<file path="src/rtl/mbgd_grad_update_if.sv">
// Error-row stream between the producer of (h - y) rows and the gradient update block.
interface mbgd_grad_update_if #(
    parameter int unsigned N  = 8,
    parameter int unsigned DW = 8
);
    logic              err_valid;
    logic              err_ready;
    logic [DW*N-1:0]   err_in;

    modport master (output err_valid, output err_in, input  err_ready);
    modport slave  (input  err_valid, input  err_in, output err_ready);
endinterface

</file>
<file path="src/rtl/mbgd_grad_update.sv">
// Mini-batch gradient descent weight update: sums 2^BATCH_BITS error rows per lane,
// then applies w -= (sum >>> (BATCH_BITS+LR_SHIFT)) with saturation.
module mbgd_grad_update #(
    parameter int unsigned N          = 8,
    parameter int unsigned DW         = 8,
    parameter int unsigned BATCH_BITS = 2,
    parameter int unsigned LR_SHIFT   = 1
) (
    input  logic                 clk,
    input  logic                 resetn,
    input  logic                 start,
    input  logic                 abort,
    mbgd_grad_update_if.slave    err_if,
    input  logic                 w_load,
    input  logic [DW*N-1:0]      w_in,
    output logic [DW*N-1:0]      w_out,
    output logic                 busy,
    output logic                 upd_valid
);
    localparam int unsigned AW  = DW + BATCH_BITS + 1;
    localparam int unsigned DFW = AW + 1;
    localparam int unsigned CW  = BATCH_BITS + 1;
    localparam int unsigned SH  = BATCH_BITS + LR_SHIFT;
    localparam logic [CW-1:0]         LAST    = CW'((2 ** BATCH_BITS) - 1);
    localparam logic signed [DFW-1:0] SAT_MAX = DFW'((2 ** (DW - 1)) - 1);
    localparam logic signed [DFW-1:0] SAT_MIN = DFW'(-(2 ** (DW - 1)));

    typedef enum logic [1:0] {S_IDLE, S_ACCUM, S_UPDATE, S_DONE} state_t;

    state_t                 r_state;
    state_t                 w_state_nxt;
    logic signed [AW-1:0]   r_acc [N];
    logic [CW-1:0]          r_cnt;
    logic [DW*N-1:0]        r_w;

    logic                   w_accept;
    logic                   w_abort;
    logic                   w_clear;
    logic                   w_err_ready;
    logic signed [AW-1:0]   w_err_ext [N];
    logic signed [DFW-1:0]  w_diff [N];
    logic signed [DFW-1:0]  w_sat [N];
    logic [DW*N-1:0]        w_new;

    // abort only matters while a batch is in flight, and beats a same-edge row
    assign w_abort  = abort && ((r_state == S_ACCUM) || (r_state == S_UPDATE));
    assign w_accept = err_if.err_valid && (r_state == S_ACCUM) && !abort;
    assign w_clear  = ((r_state == S_IDLE) && start) || w_abort;

    assign err_if.err_ready = w_err_ready;
    assign w_out            = r_w;

    // State register
    always_ff @(posedge clk) begin
        if (resetn) begin
            r_state <= S_IDLE;
        end else begin
            r_state <= w_state_nxt;
        end
    end

    // Next state and state-decoded outputs
    always_comb begin
        w_state_nxt = r_state;
        w_err_ready = 1'b0;
        busy        = 1'b1;
        upd_valid   = 1'b0;
        unique case (r_state)
            S_IDLE: begin
                busy = 1'b0;
                if (start) w_state_nxt = S_ACCUM;
            end
            S_ACCUM: begin
                w_err_ready = 1'b1;
                if (abort) begin
                    w_state_nxt = S_IDLE;
                end else if (w_accept && (r_cnt == LAST)) begin
                    w_state_nxt = S_UPDATE;
                end
            end
            S_UPDATE: begin
                w_state_nxt = abort ? S_IDLE : S_DONE;
            end
            S_DONE: begin
                upd_valid   = 1'b1;
                w_state_nxt = S_IDLE;
            end
            default: w_state_nxt = S_IDLE;
        endcase
    end

    // Per-lane gradient step: floor shift of the sum, subtract, clamp to DW bits
    always_comb begin
        w_new = '0;
        for (int i = 0; i < int'(N); i++) begin
            w_err_ext[i] = AW'($signed(err_if.err_in[i*DW +: DW]));
            w_diff[i]    = DFW'($signed(r_w[i*DW +: DW])) - DFW'(r_acc[i] >>> SH);
            if (w_diff[i] > SAT_MAX) begin
                w_sat[i] = SAT_MAX;
            end else if (w_diff[i] < SAT_MIN) begin
                w_sat[i] = SAT_MIN;
            end else begin
                w_sat[i] = w_diff[i];
            end
            w_new[i*DW +: DW] = w_sat[i][DW-1:0];
        end
    end

    // Accumulators, row counter and weight register
    always_ff @(posedge clk) begin
        if (resetn) begin
            for (int i = 0; i < int'(N); i++) r_acc[i] <= '0;
            r_cnt <= '0;
            r_w   <= '0;
        end else begin
            if (w_clear) begin
                for (int i = 0; i < int'(N); i++) r_acc[i] <= '0;
                r_cnt <= '0;
            end else if (w_accept) begin
                for (int i = 0; i < int'(N); i++) r_acc[i] <= r_acc[i] + w_err_ext[i];
                r_cnt <= r_cnt + CW'(1);
            end
            if ((r_state == S_IDLE) && w_load) begin
                r_w <= w_in;
            end else if ((r_state == S_UPDATE) && !abort) begin
                r_w <= w_new;
            end
        end
    end
endmodule

</file>
<file path="src/flat_wrapper.sv">
// flat-port wrapper written by rule: the top's interface ports become plain ports
module mbgd_grad_update_flat 
#(
    parameter int unsigned N          = 8,
    parameter int unsigned DW         = 8,
    parameter int unsigned BATCH_BITS = 2,
    parameter int unsigned LR_SHIFT   = 1
)
  (clk, resetn, start, abort, w_load, w_in, w_out, busy, upd_valid, err_if_err_valid, err_if_err_in, err_if_err_ready);
  mbgd_grad_update_if #(.N(N), .DW(DW)) err_if_i ();
  input  logic clk;
  input  logic resetn;
  input  logic start;
  input  logic abort;
  input  logic w_load;
  input  logic [DW*N-1:0] w_in;
  output logic [DW*N-1:0] w_out;
  output logic busy;
  output logic upd_valid;
  input wire logic [$bits(err_if_i.err_valid)-1:0] err_if_err_valid;
  input wire logic [$bits(err_if_i.err_in)-1:0] err_if_err_in;
  output wire logic [$bits(err_if_i.err_ready)-1:0] err_if_err_ready;
  assign err_if_i.err_valid = err_if_err_valid;
  assign err_if_i.err_in = err_if_err_in;
  assign err_if_err_ready = err_if_i.err_ready;
  mbgd_grad_update #(.N(N), .DW(DW), .BATCH_BITS(BATCH_BITS), .LR_SHIFT(LR_SHIFT)) u_core (.clk(clk), .resetn(resetn), .start(start), .abort(abort), .err_if(err_if_i), .w_load(w_load), .w_in(w_in), .w_out(w_out), .busy(busy), .upd_valid(upd_valid));
endmodule
</file>
<file path="config.mk">
export PLATFORM = sky130hd
export DESIGN_NAME = mbgd_grad_update_flat
export DESIGN_NICKNAME = d
export VERILOG_FILES = /design/src/rtl/mbgd_grad_update_if.sv /design/src/rtl/mbgd_grad_update.sv /design/src/flat_wrapper.sv
export SDC_FILE = /design/constraint.sdc
export NUM_CORES = 1
export LEC_CHECK = 0
export CAP_MARGIN = 30
export CELL_PAD_IN_SITES_DETAIL_PLACEMENT = 1
export CELL_PAD_IN_SITES_GLOBAL_PLACEMENT = 2
export CORE_ASPECT_RATIO = 1.75
export CORE_MARGIN = 1
export CORE_UTILIZATION = 37
export CTS_BUF_LIST = sky130_fd_sc_hd__clkbuf_8
export DETAILED_ROUTE_END_ITERATION = 10
export PLACE_DENSITY = 0.95
export SYNTH_ARGS = -nofsm -noshare
export SYNTH_HDL_FRONTEND = slang
export SYNTH_SLANG_ARGS = --single-unit
</file>
<file path="constraint.sdc">
create_clock -name clk -period 6.65 [get_ports clk]
set_input_delay 0.665 -clock clk [delete_from_list [all_inputs] [get_ports clk]]
set_output_delay 0.665 -clock clk [all_outputs]
set_load 0.05 [all_outputs]
</file>
==> impl_results.md, run 1 <==
* Clk slew on worst S/H paths at 90 ps
* Commonest cells after routing, fill and taps aside: clkdlybuf4s50_1 (199), nor2_1 (154), ha_1 (151)
* Final WL at 40.56 mm
* WL per Instance at 19.32 µm
* Drt drc at 0
* DIE WIDTH at between 100 and 150 µm
* Post-CTS setup buffers at 0
* CTS tree: yes
* IO buf count at 200
* Final core occ at 46.10%
* Clock Latency Late Sink at 500 ps
* CTS Sinks at 157
* Unique cell type count in the Yosys netlist at 64
* Syn. warnings at 0
* Syn_nets at approximately 1700
* LEAKAGE at 0.006215 µW
* P_int at 2310 µW
* Worst reg2reg startpoint: u_core.r_state[0]
* TNS Setup at 0 ps
* Crit. End Element: flip-flop
* Die Y at 246.5 µm
* Hold Path End: u_core.r_cnt[2]
* Drt first pass iters at 4
* Final setup viols at 0
* Slew headroom at 38.30%
* Htree depth at 4
* Worst-margin pin slew at ~920 ps
* Synth-to-layout area growth at 22.68%
* Startpoint Class: input pin
* Vias in the first global route at 12760
* Post-DP HPWL at about 32 mm
* WP data required at 7000 ps
* Register bit total from synthesis at 157
* Final period util at around 45%
* Kind of critical path: in2reg
* Fin nets at 1932
* Setup Skew at 13.09 ps
* Post-DRT Antenna Nets at 0
* Syn_area_per_cell at 8.751 µm²
* Filler-free cell count of the finished design at 2100
* # placed instances at 2067
* CP Max Fanout at 10
* Global route hottest layer: met2
* Clk buf depth at 2
* Reg-to-reg endpoint: u_core.w_out[4]
* Full die area at 34930 µm²
* Async S/R FF share, synth at 0%
* Reg2reg setup slack at between 3000 and 4000 ps
* Max Cap Viol at 0
* Largest net degree at the start of global routing at 67
* Worst Hold Class: reg2reg
* Peak VDD IR at 0.1274 mV
* Met3 usage at between 4 and 5%
* Layout cells sized above 1 at 4.075%
* Number of synthesized flops with an enable pin at 77
* Final Hold Vio Count at 0
* Routability Congestion at around 0.83
* Main flop type after synthesis: dfxtp_1
* Clk root buf: clkbuf_8
* GR Overflow Total at 0
* Routing usage on met1 at 22.92%
* DRT iter0 DRCs at 260
* Status: finished, final reports clean
* Final slew viol count at 0
* Switch share at 41.49%
* Net Sw Power at 1638 µW
* FP Rows at 89
* Tmin final at 2959 ps
* Initial antenna violation count at 3
* GR Util All Layers at a little under a quarter
* CTS Hold Bufs at 0
* F_max at about 0.34 GHz
* Initial core utilization at roughly 38%
* Worst Reg-to-Reg Cells at 7
* Sequential share of power at 31.7%
* IO Count at 201
* Min-Delay Path Depth at 2
* RSZ-0062 raised after global routing: no
* Pwr/cell area at 254.6 nW/µm²
* First-pass GRT wire length at 64.45 mm
* Synth Instances at approximately 1400
* Hold_sp: u_core.r_cnt[2]
* Routed vias/inst at 5.583
* Clock network power share at 19.3%
* Logic gate share of total power at roughly half
* Crit path DAT at 3300 ps
* Met2 GRT Util at 47.87%
* Netlist Area Pre-Place at 12640 µm²
* Via count at between 10000 and 15000
* Most common cell after layout, fill and taps aside: clkdlybuf4s50_1
* Register area share after synthesis at 30.97%
* Core area at 33630 µm²
* CTS-repair resized insts at 0
* Cts bufs inserted at 17
cell families (layout without fill, tap and decap cells):
logic type | Yosys count | in the layout | share of synthesized area [%]
AO/OA/AOI/OAI | 484 | 484 | 25.61
AND/OR/NAND/NOR | 431 | 431 | 17.46
adder cells (fa/ha/maj) | 167 | 167 | 17.49
flip-flops | 157 | 157 | 30.97
buffers and inverters | 149 | 349 | 4.554
XOR/XNOR | 53 | 53 | 3.673
multiplexers | 3 | 3 | 0.2475
other | 0 | 1 | 0
metrics by stage:
stage / power (µW) / instance area [µm²] / hold slack [ps] / setup WS [ps]
detailed placement: 3202 / 15110 / 489.2 / 3223
finish: 3947 / 15500 / 500.4 / 3691
CTS: 3982 / 15500 / 501.5 / 3693
global placement: 3138 / 15110 / 465.9 / 3177
global route: 4210 / 15500 / 532.0 / 3581
floorplan: 2620 / 12640 / 448.0 / 4042
sequential cells by signal, indices dropped and copies added (netlist names):
signal,flops
u_core.r_acc,88
u_core.w_out,64
u_core.r_cnt,3
u_core.r_state,2
worst max path at each step:
stage / cells past startpoint / slack [ps] / from / to
floorplan: 6 / 4040 / u_core.r_state[1] / u_core.r_acc[0][11]
global placement: 6 / 3180 / abort / u_core.w_out[0]
detailed placement: 6 / 3220 / abort / u_core.w_out[4]
CTS: 4 / 3690 / u_core.r_state[0] / busy
global route: 6 / 3580 / abort / u_core.w_out[40]
finish: 6 / 3690 / abort / u_core.w_out[4]
cells in the mapped netlist (29+ instances only):
| master | number | area [µm²] |
|---|---|---|
| o21a_1 | 60 | 450.4 |
| o22ai_1 | 56 | 350.3 |
| dfxtp_1 | 80 | 1602 |
| a211oi_1 | 68 | 510.5 |
| ha_1 | 151 | 1889 |
| nor3_1 | 44 | 220.2 |
| edfxtp_1 | 77 | 2312 |
| xnor2_1 | 40 | 350.3 |
| o21ai_0 | 105 | 525.5 |
| nand2b_1 | 53 | 331.6 |
| a21oi_1 | 63 | 315.3 |
| nand2_1 | 46 | 172.7 |
| clkbuf_1 | 29 | 108.9 |
| nor2_1 | 154 | 578.1 |
| inv_1 | 110 | 412.9 |
layout make-up:
| class | instances | area, µm² |
|---|---|---|
| timing repair buffer | 207 | 2049 |
| sequential | 157 | 3914 |
| inverter | 110 | 412.9 |
| tap | 455 | 569.3 |
| multi-input combinational | 1138 | 8165 |
| fill | 4031 | 18130 |
| clock inverter | 15 | 156.4 |
| antenna | 1 | 2.502 |
| clock buffer | 17 | 234.0 |
critical path, stage by stage:
cell and delay [ps]:
clkdlybuf4s50_1 490, nand2b_1 460, nor2_1 840, o31ai_1 270
nor2_1 420, a211oi_1 150
routing by layer:
metal | vias up | wire length (µm)
met4 | 4 | 1320
met1 | 5759 | 14990
li1 | 5704 | -
met2 | 195 | 22940
met5 | - | 27
met3 | 62 | 1286
power by group through the flow:
stage               clock (µW)  sequential, µW  combinational (µW)
floorplan                    0            1460                1160
global placement             0            1270                1870
detailed placement           0            1270                1930
CTS                        787            1250                1940
global route               822            1260                2120
finish                     762            1250                1930
Note: power is estimated with default switching activity, not from simulation.
==> run 2, diff against run 1 <==
CORE_UTILIZATION = 34   (was 37)
PLACE_DENSITY = 0.92   (was 0.95)
clock period = 2.86 ns   (was 6.65 ns; I/O delays follow)
==> run 2 against run 1 <==
Net effect: sequential cell count did not move; critical path type is now reg2reg; cell count rose by 1.7%; global-route usage fell by 2.1 points; register-to-register slack got worse by 3500 ps; design area rose by 1.5%; setup slack got worse by 3400 ps; largest cell class unchanged.
==> impl_results.md, run 2 (synthesis results as in run 1) <==
* Status: finished, final reports clean (unchanged)
* Final setup viols at 0 (unchanged)
* Multi-input gate area at 8170 µm² (was 8165 µm²)
* Clk root buf: clkbuf_8 (unchanged)
* GR Overflow Total at 0 (unchanged)
* Crit. End Element: flip-flop (unchanged)
* Hold_sp: resetn (was u_core.r_cnt[2])
* Initial antenna violation count at 2 (was 3)
* Tightest hold margin at 303.5 ps (was 500.4 ps)
* Final core occ at 42.92% (was 46.10%)
* RSZ-0062 raised after global routing: no (unchanged)
* Worst Hold Class: in2reg (was reg2reg)
* Clock Latency Late Sink at 510 ps (was 500 ps)
* CP Max Fanout at 7 (was 10)
* Worst Reg-to-Reg Cells at 8 (was 7)
* Startpoint Class: flip-flop (was input pin)
* Clk buf depth at 2 (unchanged)
* DIE WIDTH at 147.7 µm (was 141.7 µm)
* Min-Delay Path Depth at 4 (was 2)
* Kind of critical path: reg2reg (was in2reg)
* Slew headroom at 48.80% (was 38.30%)
* Via count at 11780 (was 11720)
* Tmin final at 2579 ps
* Most common cell after layout, fill and taps aside: clkdlybuf4s50_1 (unchanged)
* CTS Hold Bufs at 0 (unchanged)
* GR Util All Layers at 21.58% (was 23.64%)
* DR top layer: met4 (was met5)
* Initial core utilization at 34.48% (was 37.58%)
* DRT iter0 DRCs at 281 (was 260)
* FP Rows at 93 (was 89)
* F_max at between 0.3 and 0.4 GHz
* # fillers at 4337 (was 4031)
* Vias in the first global route at 13010 (was 12760)
* Reg-to-reg endpoint: u_core.w_out[16] (was u_core.w_out[4])
* Core area at 36650 µm² (was 33630 µm²)
* WL per Instance at 18.64 µm (was 19.32 µm)
* CTS Sinks at 157 (unchanged)
* CTS tree: yes (unchanged)
* Logic gate share of total power at 48.5% (was 49.0%)
* First-pass GRT wire length at 64.65 mm (was 64.45 mm)
* WP data required at 3270 ps (was 7000 ps)
* Reg2reg setup slack at 280 ps (was 3740 ps)
* Routability Congestion at 0.8173 (was 0.8301)
* Layout cells sized above 1 at 4.882% (was 4.075%)
* CTS-repair resized insts at 0 (unchanged)
* LEAKAGE at 0.006337 µW (was 0.006215 µW)
* Setup Skew at 17.72 ps (was 13.09 ps)
* Hold Path End: u_core.r_acc[0][8] (was u_core.r_cnt[2])
* Worst-path cell chain: ha_1 > fa_1 > nand2b_1 > a21oi_1 > or2_1 > or4_1 > nand3b_1 > a211oi_1 (was clkdlybuf4s50_1 > nand2b_1 > nor2_1 > o31ai_1 > nor2_1 > a211oi_1)
* Largest net degree at the start of global routing at 61 (was 67)
* Pwr/cell area at 592.2 nW/µm² (was 254.6 nW/µm²)
* Wire length on met2 at 22.22 mm (was 22.94 mm)
* Metal3 WL at 1.300 mm (was 1.286 mm)
* Cts bufs inserted at 17 (unchanged)
* Drt drc at 0 (unchanged)
* Clk slew on worst S/H paths at 100 ps (was 90 ps)
* Routed vias/inst at 5.513 (was 5.583)
* P_int at 5534 µW (was 2310 µW)
* Net Sw Power at 3781 µW (was 1638 µW)
* Max Cap Viol at 0 (unchanged)
* Peak VDD IR at 0.2976 mV (was 0.1274 mV)
* Worst-margin pin slew at 767.9 ps (was 922.2 ps)
* Crit path DAT at 2990 ps (was 3300 ps)
* Full die area at 37970 µm² (was 34930 µm²)
* Register with the most flip-flops: u_core.r_acc (unchanged)
* IO buf count at 200 (unchanged)
* Post-DP HPWL at 31.63 mm (was 31.58 mm)
* Htree depth at 4 (unchanged)
* Sequential share of power at 31.0% (was 31.7%)
* Slowest stage delay, CP at 460 ps (was 840 ps)
* Clock network power share at 20.5% (was 19.3%)
* IO Count at 201 (unchanged)
* Synth-to-layout area growth at 24.48% (was 22.68%)
* Worst reg2reg startpoint: u_core.r_acc[0][25] (was u_core.r_state[0])
* Slowest-stage cell, CP: edfxtp_1 (was nor2_1)
* Die Y at 257.0 µm (was 246.5 µm)
* TNS Setup at 0 ps (unchanged)
* Final Hold Vio Count at 0 (unchanged)
* Total area of sequential cells at 3914 µm² (unchanged)
* Final slew viol count at 0 (unchanged)
* Final period util at ~90%
* Post-DRT Antenna Nets at 0 (unchanged)
* Commonest cells after routing, fill and taps aside: clkdlybuf4s50_1 (199), nor2_1 (154), ha_1 (151) (unchanged)
* Fin nets at 1947 (was 1932)
* Switch share at 40.59% (was 41.49%)
* Drt first pass iters at 5 (was 4)
* Max reg flops at 88 (unchanged)
* Final WL at 39.82 mm (was 40.56 mm)
* Metal-1 WL at 14.68 mm (was 14.99 mm)
* Post-CTS setup buffers at 0 (unchanged)
run 2: worst max path at each step:
stage | startpoint | end | slack (ps) | depth (start not counted)
6_report | u_core.r_acc[0][25] | u_core.w_out[16] | 280 | 8
5_1_grt | u_core.r_acc[0][14] | u_core.w_out[10] | 140 | 8
4_1_cts | u_core.r_state[0] | busy | 300 | 4
3_5_place_dp | err_if_err_in[32] | u_core.r_acc[0][54] | 210 | 10
3_3_place_gp | err_if_err_in[32] | u_core.r_acc[0][54] | 220 | 10
2_1_floorplan | u_core.r_state[1] | u_core.r_acc[0][11] | 250 | 6
run 2: per-layer routing:
metal | vias to the layer above | track usage [%]
met5 | - | 0
met4 | 0 | 10.71
met3 | 82 | 3.457
met2 | 214 | 43.08
met1 | 5737 | 20.74
li1 | 5743 | -
run 2: cell type report:
class,instances,area share (%)
inverter,110,2.625
clock inverter,13,1.018
sequential,157,24.88
timing repair buffer,222,14.06
multi-input combinational,1138,51.94
tap,475,3.778
antenna,2,0.03182
clock buffer,19,1.662
run 2: power by group through the flow:
stage	Clock, µW	Combinational, µW	Sequential, µW
2_1_floorplan	0	2690	3400
3_3_place_gp	0	4370	2940
3_5_place_dp	0	4510	2950
4_1_cts	1970	4550	2900
5_1_grt	2030	4960	2920
6_report	1910	4520	2890
run 2: critical path: cells and delay by family (launching register included):
family                   cells  cell delay [ps]
AO/OA/AOI/OAI                2              600
adder cells (fa/ha/maj)      2              640
flip-flops                   1              460
AND/OR/NAND/NOR              4              780
run 2: through the flow:
stage / instance area, µm² / power, µW / setup WS [ps] / instances
after floorplan: 12640 / 6091 / 251.7 / 1444
after global placement: 15300 / 7312 / 223.7 / 2102
after detailed placement: 15300 / 7461 / 205.8 / 2102
after CTS: 15730 / 9415 / 301.6 / 2134
after global routing: 15730 / 9920 / 135.7 / 2136
final: 15730 / 9315 / 281.5 / 2136
==> run 3, diff against run 2 <==
CORE_MARGIN = default   (was 1)
clock period = 2.54 ns   (was 2.86 ns; I/O delays follow)
==> run 3 against run 2 <==
Net effect: power is 15% higher; critical path depth is 1 higher; die area stayed put; routed wire length is 2.1% higher; hold slack worse by 150 ps; global-route usage is 0.15 points higher; fmax is 7.1% higher; largest cell class unchanged.
==> impl_results.md, run 3 (synthesis results as in run 1) <==
* Clk buf depth at 2 (unchanged)
* Worst Reg-to-Reg Cells at 9 (was 8)
* Htree depth at 4 (unchanged)
* Drt drc at 0 (unchanged)
* Routed vias/inst at 5.515 (was 5.513)
* WP data required at 2910 ps (was 3270 ps)
* Clk slew on worst S/H paths at 90 ps (was 100 ps)
* Most common cell after layout, fill and taps aside: clkdlybuf4s50_1 (unchanged)
* CTS Sinks at 157 (unchanged)
* Initial core utilization at 34.48% (unchanged)
* Max reg flops at 88 (unchanged)
* CTS Hold Bufs at 0 (unchanged)
* DIE WIDTH at 147.7 µm (unchanged)
* Final slew viol count at 0 (unchanged)
* Core area at 36650 µm² (unchanged)
* Clock network power share at 21.1% (was 20.5%)
* Startpoint Class: flip-flop (unchanged)
* Tmin final at 2407 ps (was 2579 ps)
* FP Rows at 93 (unchanged)
* Status: finished, final reports clean (unchanged)
* Final setup viols at 0 (unchanged)
* IO buf count at 200 (unchanged)
* Setup Skew at 21.48 ps (was 17.72 ps)
* Switch share at 40.41% (was 40.59%)
* Clock Latency Late Sink at 510 ps (about the same)
* Vias in the first global route at 12970 (was 13010)
* Die Y at 257.0 µm (unchanged)
* Net Sw Power at 4311 µW (was 3781 µW)
* Fin nets at 1964 (was 1947)
* Post-DP HPWL at 31.89 mm (was 31.63 mm)
* F_max at 0.4154 GHz (was 0.3878 GHz)
* Max Cap Viol at 0 (unchanged)
* Crit path DAT at 2780 ps (was 2990 ps)
* GR Overflow Total at 0 (unchanged)
* Worst-margin pin slew at 603.4 ps (was 767.9 ps)
* First-pass GRT wire length at 64.79 mm (was 64.65 mm)
* P_int at 6357 µW (was 5534 µW)
* Pwr/cell area at 668.0 nW/µm² (was 592.2 nW/µm²)
* Cts bufs inserted at 17 (unchanged)
* Logic gate share of total power at 48.6% (was 48.5%)
* Register with the most flip-flops: u_core.r_acc (unchanged)
* Filler-free cell count of the finished design at 2153 (was 2136)
* Layout cells sized above 1 at 6.921% (was 4.882%)
* Total Power at 10670 µW (was 9315 µW)
* Sequential share of power at 30.4% (was 31.0%)
* Synth-to-layout area growth at 26.38% (was 24.48%)
* Min-Delay Path Depth at 2 (was 4)
* Routability Congestion at 0.8403 (was 0.8173)
* Kind of critical path: reg2reg (unchanged)
* Peak VDD IR at 0.3352 mV (was 0.2976 mV)
* Initial antenna violation count at 2 (unchanged)
* CTS tree: yes (unchanged)
* WL per Instance at 18.89 µm (was 18.64 µm)
* Final Hold Vio Count at 0 (unchanged)
* Drt first pass iters at 6 (was 5)
* DRT iter0 DRCs at 362 (was 281)
* Clk root buf: clkbuf_8 (unchanged)
* Post-DRT Antenna Nets at 0 (unchanged)
* Full die area at 37970 µm² (unchanged)
* Worst Hold Class: in2reg (unchanged)
* Commonest cells after routing, fill and taps aside: clkdlybuf4s50_1 (198), nor2_1 (154), ha_1 (151) (was clkdlybuf4s50_1 (199), nor2_1 (154), ha_1 (151))
* Slew headroom at 59.65% (was 48.80%)
* LEAKAGE at 0.006437 µW (was 0.006337 µW)
* Final WL at 40.68 mm (was 39.82 mm)
* Largest net degree at the start of global routing at 57 (was 61)
* RSZ-0062 raised after global routing: no (unchanged)
* GR Util All Layers at 21.73% (was 21.58%)
* Tightest hold margin at 152.1 ps (was 303.5 ps)
* CP Max Fanout at 7 (unchanged)
* # placed instances at 2118 (was 2102)
* Final period util at 94.77% (was 90.16%)
* Via count at 11870 (was 11780)
* IO Count at 201 (unchanged)
* Crit. End Element: flip-flop (unchanged)
## run 3: metal layers
metal	global-route usage [%]	vias to the layer above	share of wire, %
met2	42.86	202	55
met1	21.00	5811	37
li1	-	5778	-
met4	11.20	0	4.4
met5	0	-	0
met3	3.759	83	3.5
## run 3: what timing repair did
action | CTS | global route
pin swaps | 0 | 1
resized for setup | 1 | 13
gates cloned | 0 | 0
setup endpoints to repair | 1 | 39
setup buffers | 0 | 1
## run 3: critical path, cell delays in order, from the launching register on
cell and delay [ps]:
dfxtp_1 340, inv_1 60, ha_1 200, fa_1 200, nand2b_1 230, a21oi_4 100
or2_1 230, or4_1 680, nand3b_1 160, a211oi_1 80
## run 3: layout make-up
type | instances | area [µm²]
fill | 4335 | 20680
multi-input combinational | 1138 | 8239
sequential | 157 | 3914
timing repair buffer | 239 | 2351
tap | 475 | 594.3
inverter | 110 | 420.4
clock buffer | 18 | 247.7
clock inverter | 14 | 198.9
antenna | 2 | 5.005
## run 3: per-stage QoR
step	util (%)	area [µm²]	setup WS, ps	setup TNS (ps)
floorplan	-	12660	21.01	0
global placement	42.16	15450	17.65	0
detailed placement	42.16	15450	-10.20	-11.96
CTS	43.38	15900	38.07	0
global route	43.57	15970	1.802	0
finish	43.57	15970	132.8	0
## run 3: final timing paths
kind	startpoint	endpoint	slack, ps
min reg2reg	u_core.r_cnt[1]	u_core.r_cnt[1]	500
max reg2reg	u_core.w_out[48]	u_core.w_out[48]	130
max	u_core.w_out[48]	u_core.w_out[48]	130
min	resetn	u_core.w_out[63]	150
## run 3: power by group through the flow
stage	Sequential, µW	Combinational [µW]	Clock (µW)
after floorplan	3830	3040	0
after global placement	3290	4980	0
after detailed placement	3310	5120	0
after CTS	3250	5160	2300
after global routing	3290	5700	2390
final	3240	5180	2250
